[src/rtl/z80_bus_pkg.sv]
// Shared types and default constants for the Z80 bus arbiter slice.
//   arb_state_t : arbiter FSM encoding (IDLE, REQ, GRANT, RELEASE, GAP)
//   DEF_*       : default parameter values for the arbiter and wait generator
package z80_bus_pkg;

  typedef enum logic [2:0] {
    IDLE,
    REQ,
    GRANT,
    RELEASE,
    GAP
  } arb_state_t;

  localparam int unsigned DEF_MAX_HOLD = 64;
  localparam int unsigned DEF_CPU_GAP  = 8;
  localparam int unsigned DEF_MEM_WAIT = 2;
  localparam int unsigned DEF_IO_WAIT  = 1;
  localparam int unsigned DEF_CW       = 8;

endpackage

[src/rtl/z80_wait_gen.sv]
// nWAIT generator for CPU memory / IO cycles that target slow devices.
//   clk, rst_n : clock, asynchronous active-low reset
//   mreq_n, iorq_n, rd_n, wr_n, rfsh_n, m1_n : Z80 control strobes
//   mem_slow   : current memory cycle targets a slow device
//   wait_n     : registered wait request, low for the programmed cycle count
module z80_wait_gen
  import z80_bus_pkg::*;
#(
  parameter int unsigned MEM_WAIT = DEF_MEM_WAIT,
  parameter int unsigned IO_WAIT  = DEF_IO_WAIT,
  parameter int unsigned CW       = DEF_CW
) (
  input  logic clk,
  input  logic rst_n,
  input  logic mreq_n,
  input  logic iorq_n,
  input  logic rd_n,
  input  logic wr_n,
  input  logic rfsh_n,
  input  logic m1_n,
  input  logic mem_slow,
  output logic wait_n
);

  logic          mem_act;
  logic          io_act;
  logic          mem_q;
  logic          io_q;
  logic          mem_start;
  logic          io_start;
  logic [CW-1:0] load;
  logic [CW-1:0] cnt;

  // Refresh cycles never assert nRD/nWR with nRFSH high, and interrupt
  // acknowledge drives nIORQ together with nM1, so both fall out here.
  assign mem_act   = ~mreq_n & rfsh_n & (~rd_n | ~wr_n);
  assign io_act    = ~iorq_n & m1_n;
  assign mem_start = mem_act & ~mem_q;
  assign io_start  = io_act & ~io_q;
  assign load      = mem_start ? (mem_slow ? CW'(MEM_WAIT) : '0) : CW'(IO_WAIT);

  // cnt holds the number of low cycles still owed after the current one.
  always_ff @(posedge clk or negedge rst_n) begin
    if (!rst_n) begin
      mem_q  <= 1'b0;
      io_q   <= 1'b0;
      cnt    <= '0;
      wait_n <= 1'b1;
    end else begin
      mem_q <= mem_act;
      io_q  <= io_act;
      if (mem_start || io_start) begin
        if (load != '0) begin
          wait_n <= 1'b0;
          cnt    <= load - 1'b1;
        end else begin
          wait_n <= 1'b1;
          cnt    <= '0;
        end
      end else if (mreq_n && iorq_n) begin
        wait_n <= 1'b1;
        cnt    <= '0;
      end else if (cnt != '0) begin
        cnt <= cnt - 1'b1;
      end else begin
        wait_n <= 1'b1;
      end
    end
  end

endmodule

[src/rtl/z80_bus_arbiter.sv]
// Shares the Z80 bus between the CPU and one secondary master via nBUSRQ/nBUSACK,
// with a bounded DMA tenure and a minimum CPU gap between tenures; also drives nWAIT.
//   CLK, nRESET : clock, asynchronous active-low reset
//   nBUSRQ      : bus request to CPU (registered, active low)
//   nBUSACK     : bus acknowledge from CPU (async, two-flop synchronised)
//   dma_req     : secondary master wants the bus (level)
//   dma_gnt     : secondary master owns the bus (registered)
//   nMREQ, nIORQ, nRD, nWR, nRFSH, nM1, mem_slow : CPU cycle decode for waits
//   nWAIT       : wait request to CPU, forced high while the CPU is off the bus
module z80_bus_arbiter
  import z80_bus_pkg::*;
#(
  parameter int unsigned MAX_HOLD = DEF_MAX_HOLD,
  parameter int unsigned CPU_GAP  = DEF_CPU_GAP,
  parameter int unsigned MEM_WAIT = DEF_MEM_WAIT,
  parameter int unsigned IO_WAIT  = DEF_IO_WAIT,
  parameter int unsigned CW       = DEF_CW
) (
  input  logic CLK,
  input  logic nRESET,
  output logic nBUSRQ,
  input  logic nBUSACK,
  input  logic dma_req,
  output logic dma_gnt,
  input  logic nMREQ,
  input  logic nIORQ,
  input  logic nRD,
  input  logic nWR,
  input  logic nRFSH,
  input  logic nM1,
  input  logic mem_slow,
  output logic nWAIT
);

  logic          ack_s1;
  logic          ack_s2;
  logic          ack;
  arb_state_t    state;
  logic [CW-1:0] hold;
  logic [CW-1:0] gap;
  logic          gen_wait_n;

  assign ack = ~ack_s2;

  always_ff @(posedge CLK or negedge nRESET) begin
    if (!nRESET) begin
      ack_s1  <= 1'b1;
      ack_s2  <= 1'b1;
      state   <= IDLE;
      nBUSRQ  <= 1'b1;
      dma_gnt <= 1'b0;
      hold    <= '0;
      gap     <= '0;
    end else begin
      ack_s1 <= nBUSACK;
      ack_s2 <= ack_s1;
      case (state)
        IDLE: begin
          if (dma_req) begin
            state  <= REQ;
            nBUSRQ <= 1'b0;
          end
        end
        REQ: begin
          // ack wins over a simultaneous dma_req drop: one GRANT cycle follows.
          if (ack) begin
            state   <= GRANT;
            dma_gnt <= 1'b1;
            hold    <= '0;
          end else if (!dma_req) begin
            state  <= RELEASE;
            nBUSRQ <= 1'b1;
          end
        end
        GRANT: begin
          // Losing ack here is a CPU protocol error; dropping the grant keeps
          // the secondary master off a bus it no longer owns.
          if (!dma_req || !ack ||
              (MAX_HOLD != 0 && hold == CW'(MAX_HOLD - 1))) begin
            state   <= RELEASE;
            dma_gnt <= 1'b0;
            nBUSRQ  <= 1'b1;
          end else begin
            hold <= hold + 1'b1;
          end
        end
        RELEASE: begin
          if (!ack) begin
            if (CPU_GAP == 0) begin
              state <= IDLE;
            end else begin
              state <= GAP;
              gap   <= '0;
            end
          end
        end
        GAP: begin
          if (gap == CW'(CPU_GAP - 1)) begin
            state <= IDLE;
          end else begin
            gap <= gap + 1'b1;
          end
        end
        default: state <= IDLE;
      endcase
    end
  end

  z80_wait_gen #(
    .MEM_WAIT (MEM_WAIT),
    .IO_WAIT  (IO_WAIT),
    .CW       (CW)
  ) u_wait_gen (
    .clk      (CLK),
    .rst_n    (nRESET),
    .mreq_n   (nMREQ),
    .iorq_n   (nIORQ),
    .rd_n     (nRD),
    .wr_n     (nWR),
    .rfsh_n   (nRFSH),
    .m1_n     (nM1),
    .mem_slow (mem_slow),
    .wait_n   (gen_wait_n)
  );

  assign nWAIT = gen_wait_n | (state == GRANT) | (state == RELEASE);

endmodule

[config.mk]
export PLATFORM = sky130hd
export DESIGN_NAME = z80_bus_arbiter
export DESIGN_NICKNAME = d
export VERILOG_FILES = /design/src/rtl/z80_bus_pkg.sv /design/src/rtl/z80_wait_gen.sv /design/src/rtl/z80_bus_arbiter.sv
export SDC_FILE = /design/constraint.sdc
export NUM_CORES = 1
export LEC_CHECK = 0
export CORE_MARGIN = 2
export CORE_UTILIZATION = 40
export CTS_CLUSTER_SIZE = 30
export DETAILED_ROUTE_END_ITERATION = 6
export GPL_TIMING_DRIVEN = 0
export PLACE_DENSITY_LB_ADDON = 0.12
export REMOVE_ABC_BUFFERS = 1
export SLEW_MARGIN = 10
export SYNTH_ARGS = -nofsm -noshare
export SYNTH_HDL_FRONTEND = slang
export SYNTH_SLANG_ARGS = --single-unit
[constraint.sdc]
create_clock -name CLK -period 2.2 [get_ports CLK]
set_clock_uncertainty 0.2 [all_clocks]
set_input_delay 0.44 -clock CLK [delete_from_list [all_inputs] [get_ports CLK]]
set_output_delay 0.44 -clock CLK [all_outputs]
set_load 0.01 [all_outputs]
==> reports/qor.yml <==
status: "finished, final reports clean"
path_max_fanout: 4
die-area_mm2: 0.00498
setup_viol_count_final: 0
gp_congestion: 0.746
seq_area_frac_synth: 0.483
fin_crit_sh: 0.986
p_sw_frac: 0.361
clk_pin_slew_ns: 0.07
place_hpwl_um: 2380
drive_gt1_frac: 0.166
syn_area_mm2: 0.00177
rsz0062_at_grt: "true"
avgRoutedWirePerCell_um: 13.4
layout.cells.non_filler: 257
htree_levels: 2
drt-initial-drc-count: 100
die_y_um: 70.6
slew-limit-headroom: 0.507
p_leak_nw: 0.873
yosysWarningCount: 0
core_area_mm2: 0.00432
avgSynthCellArea_um2: 9.53
drv_slew: 0
worst_ep_required_time_ns: 2.22
hold_viol: 0
arrival_ns: 2.19
final_nets: 218
p_switching_mw: 0.836
drc: 0
hold_class: "in -> async"
numCtsBuffers: 5
clkSinkCount: 34
clock_latency_ns: 0.28
port_buffers: 13
min_period_ns: 2.17
seqPwrFrac: 0.398
power_density_mw_per_mm2: 1110
synth_ff_type: "dfrtp_1"
start_util: 0.410
fmax_mhz: 461
row_count: 24
worstMarginPinSlew_ns: 0.740
dp_cells: 244
antenna_cells: 0
ios: 14
place_ws_ns: -0.440
cap_violations: 0
grt_util_all_layers: 0.153
yosysUniqueCellTypes: 47
cts-root-buf: "clkbuf_8"
ys_ff_latch: 34
p_total_mw: 2.32
grt_pass1_wl_um: 6030
fin_ws_ns: 0.0308
cts_tree: "built"
synth_cells: 186
critPathKind: "reg -> reg"
wirelength_um: 3450
synthArstFlopShare: 1.00
synth_edf_count: 0
fillers: 409
antenna_found_initial: 0
first_global_vias: 1377
max-vdd-ir-drop_v: 0.000614
pwr-share-clk: 0.203
end_kind: "flop"
clk_path_buf_depth: 2
ant_nets: 0
start_kind: "flop"
timing.hold.ws_ns: 0.0127
vias: 1425
intPower_mw: 1.48
drtPass1Iterations: 4
grt_max_degree: 35
pwr-share-comb: 0.399
areaGrowthSynthToFinish_pct: 18.1
die_w_um: 70.6
vias_per_cell: 5.54
overflow: 0
[placed cells by master, fill, tap and decap left out, types with 6 or more instances in the layout]
cell type / n
dfrtp_1: 27
nor2_1: 21
inv_1: 11
nand2_1: 11
a21oi_1: 10
clkdlybuf4s50_1: 10
xnor2_1: 7
a211oi_1: 6
nor3_1: 6
nand3_1: 6
o21ai_0: 6
clkbuf_8: 6
[registers in the layout (all words and copies together) (netlist names)]
signal             cells
hold                   8
u_wait_gen.cnt         8
u_wait_gen.mem_q       1
dma_gnt                1
gap                    8
state                  3
u_wait_gen.io_q        1
nBUSRQ                 1
u_wait_gen.wait_n      1
ack_s2                 1
ack_s1                 1
[synth_stat cells, types with 2 or more instances]
| cell type | number | area, um2 |
|---|---|---|
| nor2b_1 | 4 | 25.0 |
| nand2b_1 | 3 | 18.8 |
| a311oi_1 | 2 | 17.5 |
| or4_1 | 2 | 15.0 |
| dfrtp_1 | 30 | 751 |
| dfstp_2 | 4 | 105 |
| mux2i_1 | 4 | 40.0 |
| nor3_1 | 7 | 35.0 |
| and3_1 | 3 | 18.8 |
| nand4_1 | 2 | 12.5 |
| o31ai_1 | 3 | 22.5 |
| a211oi_1 | 6 | 45.0 |
| ha_1 | 3 | 37.5 |
| a21oi_1 | 11 | 55.1 |
| a2111oi_0 | 2 | 17.5 |
| or2_2 | 3 | 18.8 |
| a21o_1 | 2 | 15.0 |
| clkbuf_1 | 5 | 18.8 |
| or3_1 | 2 | 12.5 |
| nand2_1 | 11 | 41.3 |
| nor2_1 | 21 | 78.8 |
| o21ai_0 | 6 | 30.0 |
| nand3_1 | 6 | 30.0 |
| inv_1 | 11 | 41.3 |
| nor3b_1 | 2 | 15.0 |
| xnor2_1 | 7 | 61.3 |
| nor4_1 | 4 | 25.0 |
[routing by layer]
metal,global-route usage,vias up,part of all wire
li1,-,710,-
met1,0.192,691,0.47
met2,0.245,22,0.49
met3,0.0527,2,0.041
met4,0.0566,0,0.0058
met5,0,-,0
[final timing paths]
kind                       startpoint        to  slack [ns]  depth (start not counted)
max reg2reg                  state[2]   hold[5]        0.03                          4
max                          state[2]   hold[5]        0.03                          4
min in group CLK               ack_s1    ack_s2        0.16                          0
min reg2reg                    ack_s1    ack_s2        0.16                          0
min                            nRESET    gap[5]        0.01                          1
max in group asynchronous      nRESET  state[2]        1.27                          1
[cells by family (layout without fill, tap and decap cells)]
family | Yosys count | count (layout) | share of synthesized area
adder cells (fa/ha/maj) | 3 | 3 | 0.0212
multiplexers | 5 | 5 | 0.0290
flip-flops | 34 | 34 | 0.483
AND/OR/NAND/NOR | 79 | 79 | 0.241
AO/OA/AOI/OAI | 40 | 40 | 0.153
XOR/XNOR | 7 | 7 | 0.0346
buffers and inverters | 18 | 37 | 0.0388
[through the flow]
stage                     area, um2   util  setup TNS [ns]
after floorplan                1740      -          -0.102
after CTS                      2070  0.478         -0.0338
after global placement         1940  0.448          -10.35
after global routing           2090  0.484        -0.00158
final                          2090  0.484               0
after detailed placement       1930  0.447           -4.00
[what timing repair did]
action,CTS,global route
pin swaps,2,2
endpoints found under the hold margin,0,0
setup buffers,5,0
gates resized for setup,7,5
hold buffers,0,0
endpoints found under the setup margin,9,5
[power by group through the flow]
stage	combinational, mW	clock (mW)	sequential (mW)
after floorplan	0.589	0	0.940
after global placement	0.764	0	0.965
after detailed placement	0.786	0	0.975
after CTS	0.915	0.492	0.920
after global routing	1.06	0.519	0.950
final	0.923	0.470	0.923
[worst max-delay path, stage by stage (launching register included)]
cell and delay [ns]:
dfrtp_2 0.40, or3b_4 0.42, or4_4 0.45, or4_4 0.50, a21oi_2 0.13
[area by class of cell]
class                           count  area [um2]  area share
Multi-Input combinational cell    134         875       0.418
Clock inverter                      1        5.00     0.00239
Clock buffer                        7        86.3      0.0413
Tap cell                           52        65.1      0.0311
Timing Repair Buffer               18         160      0.0766
Sequential cell                    34         860       0.411
Inverter                           11        41.3      0.0197
No activity file was read; power rests on OpenSTA's default activity.
